## src/rtl/rr_pkg.sv

```systemverilog
// Shared width, default thresholds and state type for the RR window statistics block.
package rr_pkg;

  localparam int RR_W         = 16;
  localparam int RR_MIN_DEF   = 30;
  localparam int RR_MAX_DEF   = 200;
  localparam int DIFF_THR_DEF = 12;
  localparam int GAP_MAX_DEF  = 300;

  typedef enum logic [1:0] {PRIME, FILL, RUN} rr_state_e;

endpackage

```

## src/rtl/rr_ring_sum.sv

```systemverilog
// Circular buffer of 2^DEPTH_LOG2 entries with a running sum of its contents.
module rr_ring_sum
  import rr_pkg::*;
#(
  parameter int DEPTH_LOG2 = 3
) (
  input  logic                       clk,
  input  logic                       rst,
  input  logic                       clear,
  input  logic                       push,
  input  logic [RR_W-1:0]            data_in,
  output logic [RR_W+DEPTH_LOG2-1:0] sum,
  output logic [RR_W-1:0]            oldest
);

  localparam int DEPTH = 1 << DEPTH_LOG2;
  localparam int SUM_W = RR_W + DEPTH_LOG2;

  logic [RR_W-1:0]       mem [DEPTH];
  logic [DEPTH_LOG2-1:0] wr_ptr;

  // The slot about to be overwritten is the oldest one; unfilled slots read as 0.
  assign oldest = mem[wr_ptr];

  always_ff @(posedge clk) begin
    if (rst || clear) begin
      for (int i = 0; i < DEPTH; i++) mem[i] <= '0;
      wr_ptr <= '0;
      sum    <= '0;
    end else if (push) begin
      mem[wr_ptr] <= data_in;
      wr_ptr      <= wr_ptr + 1'b1;
      sum         <= sum + SUM_W'(data_in) - SUM_W'(oldest);
    end
  end

endmodule

```

## src/rtl/rr_window_stats.sv

```systemverilog
// Sliding-window RR mean / mean successive difference with apnea-candidate flag.
// Optional gap alarm enabled by defining RR_GAP_ALARM_EN.
module rr_window_stats
  import rr_pkg::*;
#(
  parameter int WIN_LOG2 = 3,
  parameter int RR_MIN   = RR_MIN_DEF,
  parameter int RR_MAX   = RR_MAX_DEF,
  parameter int DIFF_THR = DIFF_THR_DEF,
  parameter int GAP_MAX  = GAP_MAX_DEF
) (
  input  logic            clk,
  input  logic            rst,
  input  logic            sample_en,
  input  logic            rr_valid,
  input  logic [RR_W-1:0] rr_value,
  output logic            stats_valid,
  output logic [RR_W-1:0] rr_mean,
  output logic [RR_W-1:0] rr_msd,
  output logic            apnea_flag,
  output logic            window_full,
  output logic [7:0]      reject_cnt,
  output logic            gap_alarm
);

  localparam int SUM_W = RR_W + WIN_LOG2;
  localparam int DEPTH = 1 << WIN_LOG2;

  rr_state_e         state;
  logic [WIN_LOG2:0] fill_cnt;
  logic [RR_W-1:0]   prev_rr, s1_rr, s1_diff, abs_diff;
  logic              s1_push, s1_full;
  logic              accept, gap_hit;
  logic [SUM_W-1:0]  rr_sum, diff_sum, rr_sum_next, diff_sum_next;
  logic [RR_W-1:0]   rr_oldest, diff_oldest, msd_next;

  assign accept   = rr_valid && (rr_value >= RR_W'(RR_MIN)) && (rr_value <= RR_W'(RR_MAX));
  assign abs_diff = (rr_value >= prev_rr) ? rr_value - prev_rr : prev_rr - rr_value;

`ifdef RR_GAP_ALARM_EN
  logic [15:0] gap_cnt;

  // A strobe on the same cycle always wins over the gap reaching its limit.
  assign gap_hit = !rr_valid && sample_en && (gap_cnt == 16'(GAP_MAX - 1));

  always_ff @(posedge clk) begin
    if (rst) begin
      gap_cnt   <= '0;
      gap_alarm <= 1'b0;
    end else begin
      if (rr_valid) gap_cnt <= '0;
      else if (sample_en && gap_cnt != 16'(GAP_MAX)) gap_cnt <= gap_cnt + 16'd1;
      if (gap_hit) gap_alarm <= 1'b1;
      else if (accept) gap_alarm <= 1'b0;
    end
  end
`else
  logic unused_cfg;
  assign unused_cfg = sample_en ^ (GAP_MAX == 0);
  assign gap_hit    = 1'b0;
  assign gap_alarm  = 1'b0;
`endif

  // Stage 1: range check, difference against the previous accepted RR, fill tracking.
  always_ff @(posedge clk) begin
    if (rst) begin
      state      <= PRIME;
      fill_cnt   <= '0;
      prev_rr    <= '0;
      s1_rr      <= '0;
      s1_diff    <= '0;
      s1_push    <= 1'b0;
      s1_full    <= 1'b0;
      reject_cnt <= '0;
    end else begin
      s1_push <= 1'b0;
      if (rr_valid && !accept && reject_cnt != 8'hFF) reject_cnt <= reject_cnt + 8'd1;
      if (gap_hit) begin
        state    <= PRIME;
        fill_cnt <= '0;
        prev_rr  <= '0;
        s1_full  <= 1'b0;
      end else if (accept) begin
        prev_rr <= rr_value;
        s1_rr   <= rr_value;
        s1_diff <= abs_diff;
        case (state)
          PRIME: state <= FILL;
          FILL: begin
            s1_push  <= 1'b1;
            fill_cnt <= fill_cnt + 1'b1;
            if (fill_cnt == (WIN_LOG2+1)'(DEPTH - 1)) begin
              state   <= RUN;
              s1_full <= 1'b1;
            end else begin
              s1_full <= 1'b0;
            end
          end
          RUN: begin
            s1_push <= 1'b1;
            s1_full <= 1'b1;
          end
          default: state <= PRIME;
        endcase
      end
    end
  end

  rr_ring_sum #(.DEPTH_LOG2(WIN_LOG2)) u_rr_ring (
    .clk(clk), .rst(rst), .clear(gap_hit), .push(s1_push),
    .data_in(s1_rr), .sum(rr_sum), .oldest(rr_oldest)
  );

  rr_ring_sum #(.DEPTH_LOG2(WIN_LOG2)) u_diff_ring (
    .clk(clk), .rst(rst), .clear(gap_hit), .push(s1_push),
    .data_in(s1_diff), .sum(diff_sum), .oldest(diff_oldest)
  );

  assign rr_sum_next   = rr_sum + SUM_W'(s1_rr) - SUM_W'(rr_oldest);
  assign diff_sum_next = diff_sum + SUM_W'(s1_diff) - SUM_W'(diff_oldest);
  assign msd_next      = RR_W'(diff_sum_next >> WIN_LOG2);

  // Stage 2: outputs follow the sums as they stand after this push.
  always_ff @(posedge clk) begin
    if (rst || gap_hit) begin
      stats_valid <= 1'b0;
      rr_mean     <= '0;
      rr_msd      <= '0;
      apnea_flag  <= 1'b0;
      window_full <= 1'b0;
    end else begin
      stats_valid <= s1_push && s1_full;
      if (s1_push) window_full <= s1_full;
      if (s1_push && s1_full) begin
        rr_mean    <= RR_W'(rr_sum_next >> WIN_LOG2);
        rr_msd     <= msd_next;
        apnea_flag <= (msd_next >= RR_W'(DIFF_THR));
      end
    end
  end

endmodule

```

## config.mk

```make
export PLATFORM = sky130hd
export DESIGN_NAME = rr_window_stats
export DESIGN_NICKNAME = d
export VERILOG_FILES = /design/src/rtl/rr_pkg.sv /design/src/rtl/rr_ring_sum.sv /design/src/rtl/rr_window_stats.sv
export SDC_FILE = /design/constraint.sdc
export NUM_CORES = 1
export LEC_CHECK = 0
export CELL_PAD_IN_SITES_DETAIL_PLACEMENT = 1
export CELL_PAD_IN_SITES_GLOBAL_PLACEMENT = 1
export CORE_UTILIZATION = 30
export DETAILED_ROUTE_END_ITERATION = 7
export PLACE_DENSITY_LB_ADDON = 0.1
export SLEW_MARGIN = 10
export SYNTH_ARGS = -nofsm -noshare
export SYNTH_HDL_FRONTEND = slang
export SYNTH_SLANG_ARGS = --single-unit
```

## constraint.sdc

```tcl
create_clock -name clk -period 6.5 [get_ports clk]
set_input_delay 1.3 -clock clk [delete_from_list [all_inputs] [get_ports clk]]
set_output_delay 1.3 -clock clk [all_outputs]
set_load 0.02 [all_outputs]
```

# Yosys cells after proc, flatten, opt, wreduce, memory -nomap -nowiden
# Memories as Yosys holds them, arrays and structs flattened. A register that Yosys moved wholly into a read port is not among the register bits.
# Cells that the tools add are included.
dict set report totals {
  reg_bits 127
  mem_bits_rw 256
  input_bits 20
  out_inout_bits 44
  wordCells 75
  memories 2
}
# name words width read_ports rd_ports_with_merged_regs write_ports line
set memory_table {}
lappend memory_table {u_diff_ring.mem 8 16 1 1 8 rr_ring_sum.sv:19} ;# logic [RR_W-1:0] mem [DEPTH];
lappend memory_table {u_rr_ring.mem 8 16 1 1 8 rr_ring_sum.sv:19}
dict set report classes {
  add_sub_neg 10
  magnitude_cmp 4
  n_eq_ne 5
  mux 21
  bitwise_logic 2
  n_reduce_logical 15
}
# operator n
set op_table {}
lappend op_table {{2-to-1 mux 16 bit} 3}
lappend op_table {{adder 19 x 16 -> 19 bit} 2}
lappend op_table {{subtractor 19 x 16 -> 19 bit} 2}
lappend op_table {{OR reduction 16 bit} 2}
lappend op_table {{subtractor 16 bit} 2}
lappend op_table {{2-to-1 mux 3 bit} 6}
lappend op_table {{>= comparator 16 bit} 1}
lappend op_table {{>= comparator 16 x 4 -> 1 bit (second input constant)} 1}
lappend op_table {{>= comparator 16 x 5 -> 1 bit (second input constant)} 1}
lappend op_table {{<= comparator 16 x 8 -> 1 bit (second input constant)} 1}
lappend op_table {{2-to-1 mux 1 bit} 9}
lappend op_table {{adder 8 x 1 -> 8 bit (second input constant)} 1}
lappend op_table {{inequality test 8 bit (second input constant)} 1}
lappend op_table {{adder 3 x 1 -> 3 bit (second input constant)} 2}
lappend op_table {{one-hot mux 2 bit (3 select lines)} 1}
lappend op_table {{logical AND 1 bit} 5}
lappend op_table {{adder 4 x 1 -> 4 bit (second input constant)} 1}
lappend op_table {{== test 4 x 3 -> 1 bit (second input constant)} 1}
lappend op_table {{AND reduction 2 bit} 2}
lappend op_table {{OR reduction 2 bit} 2}
lappend op_table {{AND reduction 3 bit} 1}
lappend op_table {{== test 2 x 1 -> 1 bit (second input constant)} 1}
lappend op_table {{== test 2 bit (second input constant)} 1}
lappend op_table {{zero test 2 bit} 1}
lappend op_table {{6 further kinds} 7}

# Longest topological paths before layout
# Gate-level depths: netlist of the first run.
dict set report depth {
  word_depth 6
  ltp_mapped 18
  depth_no_buf 16
}

# Hierarchy
# From an unflattened synthesis of the first run, not the netlist that was laid out.
dict set report unflattened {
  hier_cells 2235
  hier_area_um2 23492.5
}
# mod instances cells_per_inst area_each_um2 seq_area_each_um2
set modules_own_cells {}
lappend modules_own_cells {{rr_ring_sum (u_diff_ring)} 1 656 8127.8 4344.2}
lappend modules_own_cells {{rr_ring_sum (u_rr_ring)} 1 648 8056.5 4344.2}
lappend modules_own_cells {rr_window_stats 1 931 7308.3 1661.6}

# Least setup slack after synthesis of the first run
# OpenSTA, ideal clock, no wires.
dict set report synth_timing {
  path_type {reg-to-reg}
  start {register (tool-made name)}
  end {register apnea_flag}
  setup_time_ns 0.132
  arrival_ns 4.471
  required_ns 6.368
  slack_ns 1.897
  path_stages_with_launch 17
  path_buffers 2
  synth_period_minus_slack_ns 4.603
  path_cell_list {dfxtp_1 clkbuf_1 buf_1 mux4_2 mux2_2 fa_1 inv_1 fa_1 a21oi_1 o22ai_1 o41ai_2 o21ai_1 a21o_1 a21oi_1 xnor3_1 and4b_1 nor3_1}
}
# element line
set synth_lines {}
lappend synth_lines {{end signal: assignment} rr_window_stats.sv:137} ;# apnea_flag <= (msd_next >= RR_W'(DIFF_THR));
lappend synth_lines {{end: declaration} rr_window_stats.sv:20} ;# output logic apnea_flag,

==> impl_metrics.yaml, run 1 <==
worst_hold_path:
  min_to: "rr_msd[11]"
  min_path_type: "flip-flop to flip-flop"
  worstHoldStart: "rr_msd[11]"
  whs_path_depth: 2
worst_setup_path:
  cp-end-kind: "flip-flop"
  r2r_cells: 15
  r2r_setup_slack_ns: 1.37
  arrival_ns: 5.57
  r2r_end: "apnea_flag"
  cp_max_fo: 21
  critPathRequiredTime_ns: 6.95
  criticalPathCategory: "flip-flop to flip-flop"
  cp-start-kind: "flip-flop"
clock_tree:
  clock_path_buffers: 3
  ctsResizeCount: 0
  cts_tree: "done"
  post_cts.repair.setup_buffers: 0
  clkSlewWorstSetupHoldPaths_ns: 0.06
  ctsHoldBuffers: 0
  htreeDepth: 2
  cts_buffers: 48
  clock_sinks: 389
  clk_latency_ns: 0.60
  cts_root_buffer: "clkbuf_16"
synth:
  synthCells: 1818
  ys_types: 68
  synth.cell_area_mm2: 0.0204
  synth_warnings: 0
  ys.flop_type: "edfxtp_1"
  seq_area_frac_synth_pct: 50.8
  syn_avg_cell_area_um2: 11.2
  ys_seq_elements: 389
  async_reset_ff_share_pct: 0
  syn-num-nets: 1948
  synth_edf_count: 256
detailed_routing:
  via_per_inst: 5.17
  post-route-drc-count: 0
  dr_total_vias: 14200
  routedWlPerCell_um: 22.8
  dr.pass1.iters: 5
  antenna_left: 0
  wirelength_um: 62900
  drt_iter0_drc: 767
power_and_ir_drop:
  switching_share_pct: 23.1
  total_leakage_power_nw: 8.20
  comb_power_share_pct: 5.1
  fin_total_pwr_w: 0.00564
  p_switching_w: 0.00130
  max-vdd-ir-drop_uv: 143
  power.share.clock_pct: 47.0
  p_int_w: 0.00433
  seqPwrFrac_pct: 47.9
  p_per_area_mw_per_mm2: 240
placed_design:
  dp_hpwl_um: 43200
  numPortBuffers: 61
  gp_congestion: 0.780
timing:
  finalClockSkew_ns: 0.0398
  max_freq_mhz: 195
  slew_viol_final: 0
  tightest_slew_ns: 0.966
  whs_ns: 0.452
  tns_ns: 0
  layout_min_cycle_time_ns: 5.13
  fin_crit_sh_pct: 78.9
  hold_violations: 0
  max-slew-margin-rel_pct: 34.9
  finalSetupViolCount: 0
  rsz0062_at_grt: "no"
grt:
  met2_usage_pct: 31.6
  met3_usage_pct: 2.10
  gr-total-overflow: 0
  top_usage_layer: "met2"
  grt_pass1_vias: 15100
  antenna_found_initial: 0
  grt_util_all_layers_pct: 18.3
  grt_pass1_wl_um: 96200
  grt_max_degree: 60
  grt_util_met1_pct: 24.2
cells_and_area:
  fin_util_pct: 35.0
  nets: 1972
  drive_above_1_share_pct: 13.2
  n_antenna_cell: 0
  synthToLayoutAreaGrowth_pct: 15.3
  fillCellCount: 7254
status:
  status: "completed"
die:
  fp.dieW_um: 263
  core_area_mm2: 0.0672
  initial_core_util_pct: 30.4
  fp.dieH_um: 263
  ioPinCount: 64
  dieArea_mm2: 0.0690
  rows: 95
job:
  maxCapViolCount: 0
## metal layers
layer  vias up  routed length [um]
met1      7307               28700
met3        67                1780
met4         0                1400
met2       180               31000
li1       6692                   -
met5         -                   0
## stage by stage
stage,std cells,cell area (um2),setup WS [ns]
5_1_grt,2755,23500,1.04
2_1_floorplan,1818,20400,1.90
3_3_place_gp,2665,22000,1.30
4_1_cts,2755,23500,1.28
3_5_place_dp,2665,22000,1.32
6_report,2755,23500,1.37
## synthesized netlist by cell type, drive strengths merged (3+ instances only)
cell type | count | area [um2]
a211oi | 22 | 170
a21o | 13 | 97.6
a21oi | 106 | 538
a221o | 3 | 30.0
a31oi | 13 | 81.3
and2 | 55 | 344
and3 | 11 | 68.8
buf | 37 | 195
clkbuf | 95 | 357
clkinv | 29 | 109
dfxtp | 133 | 2660
edfxtp | 256 | 7690
fa | 34 | 681
ha | 76 | 951
inv | 132 | 495
mux2 | 32 | 360
mux2i | 39 | 390
mux4 | 64 | 1440
nand2 | 112 | 420
nand2b | 7 | 43.8
nand3 | 18 | 90.1
nand4 | 11 | 68.8
nor2 | 99 | 372
nor2b | 11 | 68.8
nor3 | 120 | 601
nor4 | 122 | 769
o211ai | 6 | 45.0
o21a | 4 | 30.0
o21ai | 38 | 194
o21bai | 6 | 45.0
o22ai | 4 | 25.0
o31ai | 11 | 87.6
or2 | 10 | 62.6
or3 | 5 | 31.3
xnor2 | 35 | 307
xor2 | 23 | 201
## power groups by stage
stage	Clock [W]	Sequential, W	Combinational, W
floorplan	0	0.00275	0.000179
global placement	0	0.00275	0.000288
detailed placement	0	0.00275	0.000291
CTS	0.00272	0.00270	0.000292
global route	0.00282	0.00270	0.000314
finish	0.00265	0.00270	0.000286
## worst max-delay path, stage by stage (launching register included)
cell and delay (ns):
dfxtp_2 0.64, buf_12 0.29, mux4_2 0.51, mux2_2 0.28, fa_1 0.47, inv_1 0.04, ha_1 0.36, a21oi_1 0.27
o22ai_1 0.19, o41ai_2 0.57, or3_1 0.22, nand3_1 0.09, xor2_1 0.19, nor4_1 0.48, and4b_1 0.29, nor3_1 0.05
## layout by cell type, fill, tap and decap left out, types with 55 or more instances in the layout
cell and instances:
edfxtp_1 256, inv_1 132, dfxtp_1 128, nor3_1 119, nor4_1 119, nand2_1 108, a21oi_1 104, nor2_1 99
ha_1 76, mux4_2 64, clkdlybuf4s50_1 60, and2_1 55
## flip-flops by register name, summed over array words and instances, names as in the netlist, named ones only
signal / count
u_diff_ring.mem: 128
u_rr_ring.mem: 128
u_diff_ring.sum: 19
u_rr_ring.sum: 19
rr_mean: 16
rr_msd: 16
s1_diff: 16
s1_rr: 16
reject_cnt: 8
fill_cnt: 4
u_diff_ring.wr_ptr: 3
u_rr_ring.wr_ptr: 3
state: 2
apnea_flag: 1
s1_full: 1
s1_push: 1
stats_valid: 1
window_full: 1
## worst max-delay path by stage
stage,depth (start not counted),start,endpoint
floorplan,16,flip-flop,apnea_flag
global placement,15,flip-flop,apnea_flag
detailed placement,15,flip-flop,apnea_flag
CTS,15,flip-flop,apnea_flag
global route,12,flip-flop,rr_mean[15]
finish,15,flip-flop,apnea_flag
## cell type report
class | count | area, um2 | share of cell area [%]
flip-flops and latches | 389 | 10400 | 44.0
multi-input cells | 1136 | 8930 | 38.0
clock buffers | 77 | 1430 | 6.09
well taps | 873 | 1090 | 4.65
repair buffers | 106 | 971 | 4.13
inverters | 161 | 604 | 2.57
clock inverters | 13 | 126 | 0.537
## cell families (layout without fill, tap and decap cells)
group	after synthesis	after routing	synth area share, %
AO/OA/AOI/OAI	247	247	7.64
XOR/XNOR	59	59	2.60
other	1	1	0.0184
buffers and inverters	293	357	5.67
adder cells (fa/ha/maj)	110	110	8.00
AND/OR/NAND/NOR	584	584	14.5
flip-flops	389	389	50.8
multiplexers	135	135	10.8
(Power assumes the default switching activity.)
==> run 2: changes to the inputs <==
- clock period: 6.5 -> 4.4 ns (I/O delays scaled with it)
==> impl_metrics.yaml, run 2 (same netlist as run 1, synthesis figures left out) <==
worst_setup_path:
  timing.critical_path.mode_cell: "buf_4"
  r2r_setup_slack_ns: 0.18
  cp-start-kind: "flip-flop"
  slowest_delay_ns: 0.50
  crit_slowest_cell: "fa_1"
  arrival_ns: 4.67
  cp_top_family: "adder cells"
  cp_cell_sequence: "buf_6 > mux4_2 > mux2_2 > fa_1 > inv_2 > fa_2 > a21oi_2 > buf_4 > o22ai_2 > o41ai_2 > buf_4 > buf_4 > xnor2_2 > nand4_1 > nor4_2 > and4b_1 > nor3_1"
  path_buf_inv: 5
  criticalPathCategory: "flip-flop to flip-flop"
  cp-end-kind: "flip-flop"
  r2r_end: "apnea_flag"
  r2r_cells: 17
  critPathRequiredTime_ns: 4.85
  cp_max_fo: 5
clock_tree:
  cts_root_buffer: "clkbuf_16"
  clk_latency_ns: 0.61
  clock_path_buffers: 3
  cts_buffers: 48
  clock_sinks: 389
  clkSlewWorstSetupHoldPaths_ns: 0.06
  cts_tree: "done"
  htreeDepth: 2
timing:
  finalClockSkew_ns: 0.0396
  whs_ns: 0.453
  finalSetupViolCount: 0
  layout_min_cycle_time_ns: 4.22
  tns_ns: 0
  slew_viol_final: 0
  hold_violations: 0
  rsz0062_at_grt: "yes"
  tightest_slew_ns: 0.857
  fin_crit_sh_pct: 96.0
  max_freq_mhz: 237
  max-slew-margin-rel_pct: 42.9
power_and_ir_drop:
  fin_total_pwr_w: 0.00834
  p_per_area_mw_per_mm2: 339
  max-vdd-ir-drop_uv: 250
  total_leakage_power_nw: 8.77
detailed_routing:
  wirelength_um: 64800
  post-route-drc-count: 0
  routedWlPerCell_um: 22.6
  dr_total_vias: 14600
  antenna_left: 0
  dr.pass1.iters: 6
  via_per_inst: 5.09
  drt_iter0_drc: 630
placed_design:
  dp_hpwl_um: 45100
  gp_congestion: 0.818
  numPortBuffers: 61
cells_and_area:
  top_regs: "u_diff_ring.mem (128), u_rr_ring.mem (128)"
  nets: 2080
  register_area_mm2: 0.0104
  multiInputGateArea_mm2: 0.00911
  drive_above_1_share_pct: 19.2
  fillCellCount: 7236
  final_cell_mix: "256 x edfxtp_1, 144 x buf_4, 131 x inv_1, 129 x dfxtp_1, 119 x nor3_1"
  layout_commonest_cell: "edfxtp_1"
  fin_util_pct: 36.6
  synthToLayoutAreaGrowth_pct: 20.6
grt:
  grt_util_all_layers_pct: 18.9
  met3_usage_pct: 2.39
  met2_usage_pct: 33.3
  grt_util_met1_pct: 24.1
  grt_pass1_wl_um: 99100
  gr-total-overflow: 0
  top_usage_layer: "met2"
  grt_max_degree: 72
  grt_pass1_vias: 15700
  antenna_found_initial: 0
worst_hold_path:
  worstHoldStart: "rr_msd[10]"
  min_to: "rr_msd[10]"
  min_path_type: "flip-flop to flip-flop"
  whs_path_depth: 2
job:
  maxCapViolCount: 0
die:
  core_area_mm2: 0.0672
  initial_core_util_pct: 30.4
  fp.dieW_um: 263
  rows: 95
  dieArea_mm2: 0.0690
  fp.dieH_um: 263
  ioPinCount: 64
status:
  status: "completed"
==> run 2: changes by cell type in the layout (fill, tap and decap cells not counted), sizes merged, moves of 2 or more <==
cell and change:
clkbuf -10, inv -2, buf +108, clkinv +10
==> run 2: power by group <==
part / leakage (nW) / switching [W] / total [W] / internal, W
clock: 0.750 / 0.00164 / 0.00389 / 0.00224
sequential: 3.72 / 0.0000283 / 0.00399 / 0.00396
combinational: 4.31 / 0.000284 / 0.000459 / 0.000175
==> run 2: worst max-delay path by stage <==
stage              start     endpoint  cells after the start  slack, ns
3_5_place_dp   flip-flop   apnea_flag                     17      -0.09
2_1_floorplan  flip-flop  rr_mean[15]                     15      0.009
5_1_grt        flip-flop   apnea_flag                     17      -0.02
3_3_place_gp   flip-flop   apnea_flag                     17      -0.03
6_report       flip-flop   apnea_flag                     17       0.18
4_1_cts        flip-flop   apnea_flag                     18       0.02
==> run 2: repair_timing <==
action / in CTS / in global routing
resized for setup: 4 / 33
pin swaps: 0 / 11
hold buffers: 0 / 0
setup buffers: 1 / 7
endpoints found under the setup margin: 2 / 13
==> run 2: layout make-up <==
class	instances	share of cell area [%]
Tap cell	873	4.44
Antenna cell	1	0.0102
Inverter	161	2.46
Clock inverter	23	0.885
Multi-Input combinational cell	1136	37.1
Sequential cell	389	42.1
Clock buffer	67	5.42
Timing Repair Buffer	214	7.61
==> run 2: per-layer routing <==
layer  part of all wire, %  up-vias  wire (um)
met3                   2.8       81       1810
li1                      -     6901          -
met4                   2.5        0       1610
met5                     0        -          0
met2                    50      169      32600
met1                    44     7429      28800
==> run 2: stage by stage <==
stage | area [um2] | cells | setup WS (ns)
after floorplan | 20400 | 1818 | 0.00932
after global placement | 22800 | 2765 | -0.0315
after detailed placement | 22800 | 2765 | -0.0869
after CTS | 24400 | 2856 | 0.0185
after global routing | 24600 | 2863 | -0.0160
final | 24600 | 2864 | 0.177
==> run 2: worst min-delay path: stages, from the launching register on <==
cell and delay (ns):
dfxtp_1 0.30, nand2_1 0.05, a21oi_1 0.05
==> run 3: changes to the inputs <==
- GPL_TIMING_DRIVEN: unset -> 0
==> impl_metrics.yaml, run 3 (same netlist as run 1, synthesis figures left out) <==
timing:
  rsz0062_at_grt: "yes"
  max-slew-margin-rel_pct: 20.7
  setup_ws_ns: 0.0825
  hold_violations: 0
  fin_crit_sh_pct: 98.1
  layout_min_cycle_time_ns: 4.32
  max_freq_mhz: 232
  whs_ns: 0.456
  finalClockSkew_ns: 0.0185
  tightest_slew_ns: 1.19
  finalSetupViolCount: 0
  slew_viol_final: 0
power_and_ir_drop:
  p_per_area_mw_per_mm2: 338
  fin_total_pwr_w: 0.00820
  total_leakage_power_nw: 8.43
  max-vdd-ir-drop_uv: 249
detailed_routing:
  antenna_left: 0
  wirelength_um: 70600
  dr.pass1.iters: 5
  routedWlPerCell_um: 24.7
  drt_iter0_drc: 724
  via_per_inst: 5.20
  post-route-drc-count: 0
  dr_total_vias: 14900
cells_and_area:
  top_regs: "u_diff_ring.mem (128), u_rr_ring.mem (128)"
  n_antenna_cell: 0
  layout_commonest_cell: "edfxtp_1"
  register_area_mm2: 0.0104
  drive_above_1_share_pct: 14.4
  multiInputGateArea_mm2: 0.00922
  synthToLayoutAreaGrowth_pct: 19.1
  fillCellCount: 7282
  nets: 2084
  final_cell_mix: "256 x edfxtp_1, 131 x inv_1, 130 x dfxtp_1, 120 x nor3_1, 117 x nor4_1"
clock_tree:
  cts_tree: "done"
  htreeDepth: 2
  ctsHoldBuffers: 0
  cts_root_buffer: "clkbuf_16"
  clk_latency_ns: 0.59
  cts_buffers: 47
  clock_path_buffers: 3
  clock_sinks: 389
  clkSlewWorstSetupHoldPaths_ns: 0.06
die:
  initial_core_util_pct: 30.4
  dieArea_mm2: 0.0690
  fp.dieH_um: 263
  rows: 95
  ioPinCount: 64
  fp.dieW_um: 263
  core_area_mm2: 0.0672
placed_design:
  dp_hpwl_um: 52600
  dp_slack_ns: -1.13
  gp_congestion: 0.810
  numPortBuffers: 61
grt:
  gr-total-overflow: 0
  grt_util_all_layers_pct: 20.4
  grt_pass1_vias: 15900
  grt_pass1_wl_um: 105000
  antenna_found_initial: 0
  grt_max_degree: 17
worst_setup_path:
  r2r_setup_slack_ns: 0.08
  cp-start-kind: "flip-flop"
  cp-end-kind: "flip-flop"
  critPathRequiredTime_ns: 4.84
  criticalPathCategory: "flip-flop to flip-flop"
  cp_max_fo: 6
  arrival_ns: 4.76
job:
  maxCapViolCount: 0
status:
  status: "completed"
worst_hold_path:
  min_path_type: "flip-flop to flip-flop"
-- run 3: cell types whose count changed in the layout (fill, tap and decap cells not counted), sizes merged --
cell	previous run	this run
clkinvlp	2	0
clkinv	47	37
clkbuf	67	157
diode	1	0
buf	154	70
clkdlybuf4s50	60	61
inv	133	135
-- run 3: area by class of cell --
cell class | instances | share of cell area [%]
timing repair buffer | 90 | 3.77
multi-input combinational | 1136 | 38.0
clock inverter | 13 | 0.608
clock buffer | 69 | 5.27
buffer | 129 | 2.73
inverter | 161 | 2.49
sequential | 389 | 42.7
tap | 873 | 4.50
-- run 3: critical path, stage by stage, from the launching register on --
cell,delay [ns]
dfxtp_4,0.41
buf_12,0.15
mux4_2,0.55
mux2_4,0.29
fa_1,0.50
inv_2,0.05
fa_2,0.41
a21oi_2,0.17
o22ai_2,0.11
o41ai_4,0.29
buf_4,0.19
or3_4,0.13
nand3_4,0.08
xor2_2,0.16
nor4_2,0.37
and4b_1,0.25
nor3_1,0.04
-- run 3: where the power goes --
part           leakage, nW  total, W  internal (W)  switching, W
Sequential            3.71   0.00399       0.00396     0.0000297
Clock                0.692   0.00374       0.00214       0.00160
Combinational         4.02  0.000469      0.000170      0.000299
Total                 8.43   0.00820       0.00627       0.00193
-- run 3: per-stage QoR --
step / setup TNS (ns) / util, % / cell area [um2] / instances
floorplan: 0 / - / 20400 / 1818
detailed placement: -27.89 / 33.3 / 22300 / 2762
CTS: 0 / 35.8 / 24000 / 2848
global route: -0.0310 / 36.2 / 24300 / 2860
finish: 0 / 36.2 / 24300 / 2860
global placement: -139.38 / 32.9 / 22100 / 2752
-- run 3: worst paths after layout --
path | from | endpoint | cells after the start
setup / recovery | flip-flop | apnea_flag | 16
hold / removal | rr_msd[8] | rr_msd[8] | 2
hold reg to reg | rr_msd[8] | rr_msd[8] | 2
setup reg to reg | flip-flop | apnea_flag | 16
-- run 3: repair_timing --
item / CTS / global route
pin swaps: 8 / 10
setup endpoints to repair: 55 / 14
gates resized for setup: 75 / 38
buffers inserted: 7 / 12
-- run 3: per-layer routing --
layer  track usage (%)  up-vias  part of all wire, %
met5                 0        -                    0
met1              26.6     7610                   45
li1                  -     6907                    -
met2              35.1      259                   49
met3              2.36       93                  3.0
met4              6.52        0                  3.0
